$ cat config.mk
export PLATFORM = sky130hd
export DESIGN_NAME = apb_req_arbiter
export DESIGN_NICKNAME = d
export VERILOG_FILES = /design/src/rtl/apb_req_arbiter_pkg.sv /design/src/rtl/apb_req_arbiter_picker.sv /design/src/rtl/apb_req_arbiter.sv
export SDC_FILE = /design/constraint.sdc
export NUM_CORES = 1
export LEC_CHECK = 0
export CORE_AREA = 2 2 170 172
export CTS_BUF_LIST = sky130_fd_sc_hd__clkbuf_2
export DETAILED_ROUTE_END_ITERATION = 10
export DIE_AREA = 0 0 172 174
export MAX_ROUTING_LAYER = met4
export PLACE_DENSITY = 0.68
export SETUP_SLACK_MARGIN = 0.4
export SYNTH_ARGS = -nofsm -noshare
export SYNTH_HDL_FRONTEND = slang
export SYNTH_SLANG_ARGS = --single-unit
$ cat constraint.sdc
create_clock -name Pclk -period 3.4 [get_ports Pclk]
set_clock_uncertainty 0.05 [all_clocks]
set_input_delay 0.51 -clock Pclk [delete_from_list [all_inputs] [get_ports Pclk]]
set_output_delay 0.51 -clock Pclk [all_outputs]
set_load 0.01 [all_outputs]
$ cat src/rtl/apb_req_arbiter_pkg.sv
// Shared types, width defaults and the round-robin selection helper for
// apb_req_arbiter.
package apb_req_arbiter_pkg;

  localparam int unsigned APB_ADDR_WIDTH_DEF = 32;
  localparam int unsigned APB_DATA_WIDTH_DEF = 32;
  localparam int unsigned RR_MAX_REQ         = 8;

  typedef enum logic [1:0] {
    IDLE,
    REQ,
    WAIT,
    RESP
  } arb_state_e;

  // First set bit of valid, scanning from ptr upward and wrapping at num_req.
  // Returns 0 when nothing is valid; callers qualify with |valid.
  function automatic int unsigned rr_pick(input logic [RR_MAX_REQ-1:0] valid,
                                          input int unsigned           ptr,
                                          input int unsigned           num_req);
    int unsigned win;
    int unsigned idx;
    logic        found;
    win   = 0;
    found = 1'b0;
    for (int unsigned k = 0; k < RR_MAX_REQ; k++) begin
      if (k < num_req) begin
        idx = (ptr + k) % num_req;
        if (!found && (((valid >> idx) & 8'd1) != 8'd0)) begin
          found = 1'b1;
          win   = idx;
        end
      end
    end
    return win;
  endfunction

endpackage

$ cat src/rtl/apb_req_arbiter_picker.sv
// Combinational round-robin picker: find the first valid requester starting
// at the rotating pointer.
module apb_rr_picker
  import apb_req_arbiter_pkg::*;
#(
  parameter  int unsigned NUM_REQ = 4,
  localparam int unsigned IDX_W   = $clog2(NUM_REQ)
) (
  input  logic [NUM_REQ-1:0] valid,
  input  logic [IDX_W-1:0]   ptr,
  output logic               found,
  output logic [IDX_W-1:0]   winner,
  output logic [NUM_REQ-1:0] onehot
);

  logic [RR_MAX_REQ-1:0] valid_ext;
  int unsigned           win_idx;

  // Widen the request vector to the helper's fixed width and select.
  always_comb begin
    valid_ext              = '0;
    valid_ext[NUM_REQ-1:0] = valid;
    win_idx                = rr_pick(valid_ext, 32'(ptr), NUM_REQ);
    winner                 = IDX_W'(win_idx);
    found                  = |valid;
    onehot                 = '0;
    if (found) begin
      onehot[winner] = 1'b1;
    end
  end

endmodule

$ cat src/rtl/apb_req_arbiter.sv
// Round-robin arbiter sharing one APB master among NUM_REQ requesters.
// Optional macro APB_ARB_LOCK_EN adds req_lock: a locked requester keeps the
// round-robin pointer so it wins again while it stays valid.
module apb_req_arbiter
  import apb_req_arbiter_pkg::*;
#(
  parameter  int unsigned NUM_REQ    = 4,
  parameter  int unsigned ADDR_WIDTH = APB_ADDR_WIDTH_DEF,
  parameter  int unsigned DATA_WIDTH = APB_DATA_WIDTH_DEF,
  localparam int unsigned IDX_W      = $clog2(NUM_REQ)
) (
  input  logic                          Pclk,
  input  logic                          Preset,
  input  logic [NUM_REQ-1:0]            req_valid,
  input  logic [NUM_REQ-1:0]            req_write,
  input  logic [NUM_REQ*ADDR_WIDTH-1:0] req_addr,
  input  logic [NUM_REQ*DATA_WIDTH-1:0] req_wdata,
`ifdef APB_ARB_LOCK_EN
  input  logic [NUM_REQ-1:0]            req_lock,
`endif
  output logic [NUM_REQ-1:0]            req_ready,
  output logic [NUM_REQ-1:0]            rsp_valid,
  output logic [DATA_WIDTH-1:0]         rsp_rdata,
  output logic                          rsp_slverr,
  output logic                          transfer,
  output logic                          WRITE_READ,
  output logic [ADDR_WIDTH-1:0]         APB_write_paddr,
  output logic [ADDR_WIDTH-1:0]         APB_read_paddr,
  output logic [DATA_WIDTH-1:0]         APB_write_data,
  input  logic                          Psel,
  input  logic                          Penable,
  input  logic                          Pready,
  input  logic                          Pslverr,
  input  logic [DATA_WIDTH-1:0]         Prdata,
  output logic [IDX_W-1:0]              grant_id
);

  arb_state_e             state_q, state_d;
  logic [IDX_W-1:0]       rr_ptr_q, rr_ptr_d;
  logic [IDX_W-1:0]       grant_id_q, grant_id_d;
  logic                   write_q, write_d;
  logic [ADDR_WIDTH-1:0]  addr_q, addr_d;
  logic [DATA_WIDTH-1:0]  wdata_q, wdata_d;
  logic [DATA_WIDTH-1:0]  rdata_q, rdata_d;
  logic                   slverr_q, slverr_d;

  logic                   pick_found;
  logic [IDX_W-1:0]       pick_winner;
  logic [NUM_REQ-1:0]     pick_onehot;

  apb_rr_picker #(
    .NUM_REQ (NUM_REQ)
  ) u_picker (
    .valid  (req_valid),
    .ptr    (rr_ptr_q),
    .found  (pick_found),
    .winner (pick_winner),
    .onehot (pick_onehot)
  );

  // Next-state, latch updates and the per-state handshake outputs.
  always_comb begin
    state_d    = state_q;
    rr_ptr_d   = rr_ptr_q;
    grant_id_d = grant_id_q;
    write_d    = write_q;
    addr_d     = addr_q;
    wdata_d    = wdata_q;
    rdata_d    = rdata_q;
    slverr_d   = slverr_q;
    req_ready  = '0;
    rsp_valid  = '0;
    transfer   = 1'b0;

    unique case (state_q)
      IDLE: begin
        if (pick_found) begin
          req_ready  = pick_onehot;
          grant_id_d = pick_winner;
          for (int unsigned i = 0; i < NUM_REQ; i++) begin
            if (pick_winner == IDX_W'(i)) begin
              write_d = req_write[i];
              addr_d  = req_addr[i*ADDR_WIDTH +: ADDR_WIDTH];
              wdata_d = req_wdata[i*DATA_WIDTH +: DATA_WIDTH];
            end
          end
          state_d = REQ;
        end
      end
      REQ: begin
        transfer = 1'b1;
        if (Psel && !Penable) begin
          state_d = WAIT;
        end
      end
      WAIT: begin
        if (Psel && Penable && (Pready || Pslverr)) begin
          rdata_d  = write_q ? '0 : Prdata;
          slverr_d = Pslverr;
          state_d  = RESP;
        end
      end
      RESP: begin
        rsp_valid[grant_id_q] = 1'b1;
        if (grant_id_q == IDX_W'(NUM_REQ - 1)) begin
          rr_ptr_d = '0;
        end else begin
          rr_ptr_d = grant_id_q + IDX_W'(1);
        end
`ifdef APB_ARB_LOCK_EN
        if (req_lock[grant_id_q] && req_valid[grant_id_q]) begin
          rr_ptr_d = grant_id_q;
        end
`endif
        state_d = IDLE;
      end
      default: state_d = IDLE;
    endcase
  end

  // State and latch registers with synchronous reset.
  always_ff @(posedge Pclk) begin
    if (Preset) begin
      state_q    <= IDLE;
      rr_ptr_q   <= '0;
      grant_id_q <= '0;
      write_q    <= 1'b0;
      addr_q     <= '0;
      wdata_q    <= '0;
      rdata_q    <= '0;
      slverr_q   <= 1'b0;
    end else begin
      state_q    <= state_d;
      rr_ptr_q   <= rr_ptr_d;
      grant_id_q <= grant_id_d;
      write_q    <= write_d;
      addr_q     <= addr_d;
      wdata_q    <= wdata_d;
      rdata_q    <= rdata_d;
      slverr_q   <= slverr_d;
    end
  end

  assign WRITE_READ      = write_q;
  assign APB_write_paddr = addr_q;
  assign APB_read_paddr  = addr_q;
  assign APB_write_data  = wdata_q;
  assign rsp_rdata       = rdata_q;
  assign rsp_slverr      = slverr_q;
  assign grant_id        = grant_id_q;

endmodule

==> impl_metrics.yaml <==
routing:
  first_pass_iters: 4
  dr_total_vias: 7356
  vias_per_cell: 4.85
  antenna_left: 0
  drt_iter0_markers: 439
  drt-wirelength-per-cell_um: 19.4
  drt_wl_total_um: 29500
  drc: 0
die:
  ios: 443
  dieWidth_um: 172
  die_area_um2: 29900
  core_area_um2: 28200
  rows: 62
  die_y_um: 174
  initial_utilization: 0.226
final_layout:
  drive_gt1_frac: 0.0512
  multiInputGateArea_um2: 3730
  final_common_cell: "clkdlybuf4s50_1"
  fin_area_um2: 11100
  final_nets: 1438
  syn2layout_area_growth_pct: 74.0
  final_cell_mix: "435 x clkdlybuf4s50_1, 162 x nor3b_1, 130 x a211oi_1"
  register_area_um2: 2090
  nFillCells: 2943
clock_network:
  cts.sinks: 104
  clock_latency_ns: 0.63
  numCtsBuffers: 9
  cts_max_path_buffers: 2
  clockRootBuffer: "clkbuf_2"
  clk_pin_slew_worst_paths_ns: 0.40
  ctsHtreeMaxLevel: 3
  cts_tree: "built"
placement:
  gp_congestion: 0.915
  dp_slack_ns: 0.181
  place_area_um2: 10900
  dp_hpwl_um: 21200
  portBuffers: 442
timing:
  hold_viol: 0
  fin_setup_tns_ns: 0
  period_share: 0.816
  slew_viol_final: 0
  tightestPinTransition_ns: 0.778
  clock.fmax_ghz: 0.360
  slew-limit-headroom: 0.481
  fin_ws_ns: 0.625
  setup_viol: 0
  rsz0062_at_grt: "no"
  period_needed_ns: 2.77
synthesis:
  syn-num-nets: 1080
  synthArstFlopShare: 0
  ys_seq_elements: 104
  synth_edf_count: 0
  synth.top_cell.area_share: 0.326
  yosys_warnings: 0
  syn-mean-instance-area_um2: 8.29
  synth_cell_types: 31
  ys_seq_area_frac: 0.326
  synth_cells: 770
  synthTopCellsByArea: "dfxtp_1 33%, nor3b_1 19%, a211oi_1 15%, o31ai_1 7.6%, buf_4 4.8%"
  ys.flop_type: "dfxtp_1"
  synth_top_cell_by_area: "dfxtp_1"
  synth.cell_area_um2: 6380
worst_setup_path:
  criticalPathCategory: "in -> out"
  critPathCaptureType: "primary output"
  crit_start: "req_valid[2]"
  arrival_ns: 2.21
  reg2reg_to: "APB_read_paddr[14]$_SDFFE_PP0P_"
  crit_fanout: 4
  start_kind: "primary input"
  required_ns: 2.84
  r2r_start: "rr_ptr_q[1]$_SDFFE_PP0P_"
  ff2ff_path_depth: 5
  r2r_slack_ns: 1.08
global_route:
  track_usage: 0.194
  grt_pass1_vias: 7169
  grt_pass1_wl_um: 43100
  met1_usage: 0.253
  gr-total-overflow: 0
  antenna_found_initial: 1
  gr-usage-met3: 0.0271
  met2_usage: 0.315
  top_usage_layer: "met2"
  grt_max_degree: 132
power_and_ir_drop:
  power.leakage_nw: 3.73
  switching_share: 0.400
  p_comb_frac: 0.521
  pwr-share-seq: 0.342
  p_sw_mw: 2.05
  peakVddDrop_v: 0.000275
  clkPwrFrac: 0.136
  p_int_mw: 3.08
  p_per_area_nw_per_um2: 462
hold_path:
  whs_path_depth: 2
  min_from: "APB_write_data[12]$_SDFFE_PP0P_"
  holdPathEnd: "APB_write_data[12]$_SDFFE_PP0P_"
  hp-class: "reg -> reg"
run_status:
  outcome: "finished clean"
flow_run:
  cap_viol_max_count: 0
[timing repair]
item,in CTS,in global routing
cloned,0,0
hold buffers,0,0
resized for setup,16,6
setup buffers,4,0
endpoints found under the setup margin,4,2
pin swaps,2,0
[synthesized netlist by cell type (5+ instances only)]
library cell  instances
nor3b_1             162
inv_1                 5
nand2_1              65
nor2b_1               5
buf_4                41
o31ai_1              65
clkbuf_1             44
ha_1                  8
a21oi_1              34
mux2i_1               6
buf_2                24
buf_1                 9
dfxtp_1             104
nor2_1               44
a211oi_1            130
[cells by family after synthesis]
group	share of synthesized area
muxes	0.00941
AOI/OAI and AO/OA	0.270
buffers and inverters	0.101
adders and majority gates	0.0157
DFF	0.326
and+or+nand+nor	0.278
[critical path, stage by stage]
cell	delay [ns]
clkdlybuf4s50_1	0.48
nor2b_4	0.18
a21boi_4	0.16
o32a_2	0.41
nor3_1	0.18
dlygate4sd2_1	0.29
[cell type report]
class                           count  area share
Timing Repair Buffer              465       0.418
Multi-Input combinational cell    543       0.336
Sequential cell                   104       0.188
Tap cell                          384      0.0433
Clock inverter                      7     0.00823
Clock buffer                        9     0.00406
Inverter                            5     0.00169
Antenna cell                        1    0.000225
[registers in the layout, summed over array words and instances (netlist names)]
register and cells:
APB_read_paddr 32, rr_ptr_q 2, grant_id 2, rsp_slverr 1, rsp_rdata 32, APB_write_data 32
state_q 2, WRITE_READ 1
[power groups by stage]
stage / combinational [mW] / clock (mW) / sequential, mW
2_1_floorplan: 1.20 / 0 / 1.83
3_3_place_gp: 2.66 / 0 / 1.77
3_5_place_dp: 2.68 / 0 / 1.78
4_1_cts: 2.70 / 0.756 / 1.76
5_1_grt: 2.88 / 0.784 / 1.79
6_report: 2.67 / 0.700 / 1.76
[through the flow]
| step | utilization | hold WS (ns) | std cells | total power [mW] |
|---|---|---|---|---|
| after CTS | 0.392 | 0.313 | 1517 | 5.21 |
| after global placement | 0.386 | 0.386 | 1497 | 4.43 |
| after floorplan | - | 0.431 | 770 | 3.03 |
| after global routing | 0.393 | 0.317 | 1518 | 5.46 |
| after detailed placement | 0.386 | 0.391 | 1497 | 4.46 |
| final | 0.393 | 0.422 | 1518 | 5.13 |
[how the worst max path moves through the flow]
| stage | endpoint | slack (ns) | depth (start not counted) |
|---|---|---|---|
| finish | req_ready[1] | 0.63 | 6 |
| global route | rsp_valid[3] | 0.49 | 4 |
| CTS | req_ready[3] | 0.41 | 6 |
| detailed placement | APB_read_paddr[31]$_SDFFE_PP0P_ | 0.18 | 7 |
| global placement | APB_read_paddr[31]$_SDFFE_PP0P_ | 0.20 | 7 |
| floorplan | req_ready[1] | 0.93 | 6 |
[layer usage]
metal,vias to the layer above,part of all wire
met4,0,0.017
li1,3545,-
met5,-,0
met2,275,0.48
met3,34,0.051
met1,3502,0.45
Power figures use the tool's default switching activity.
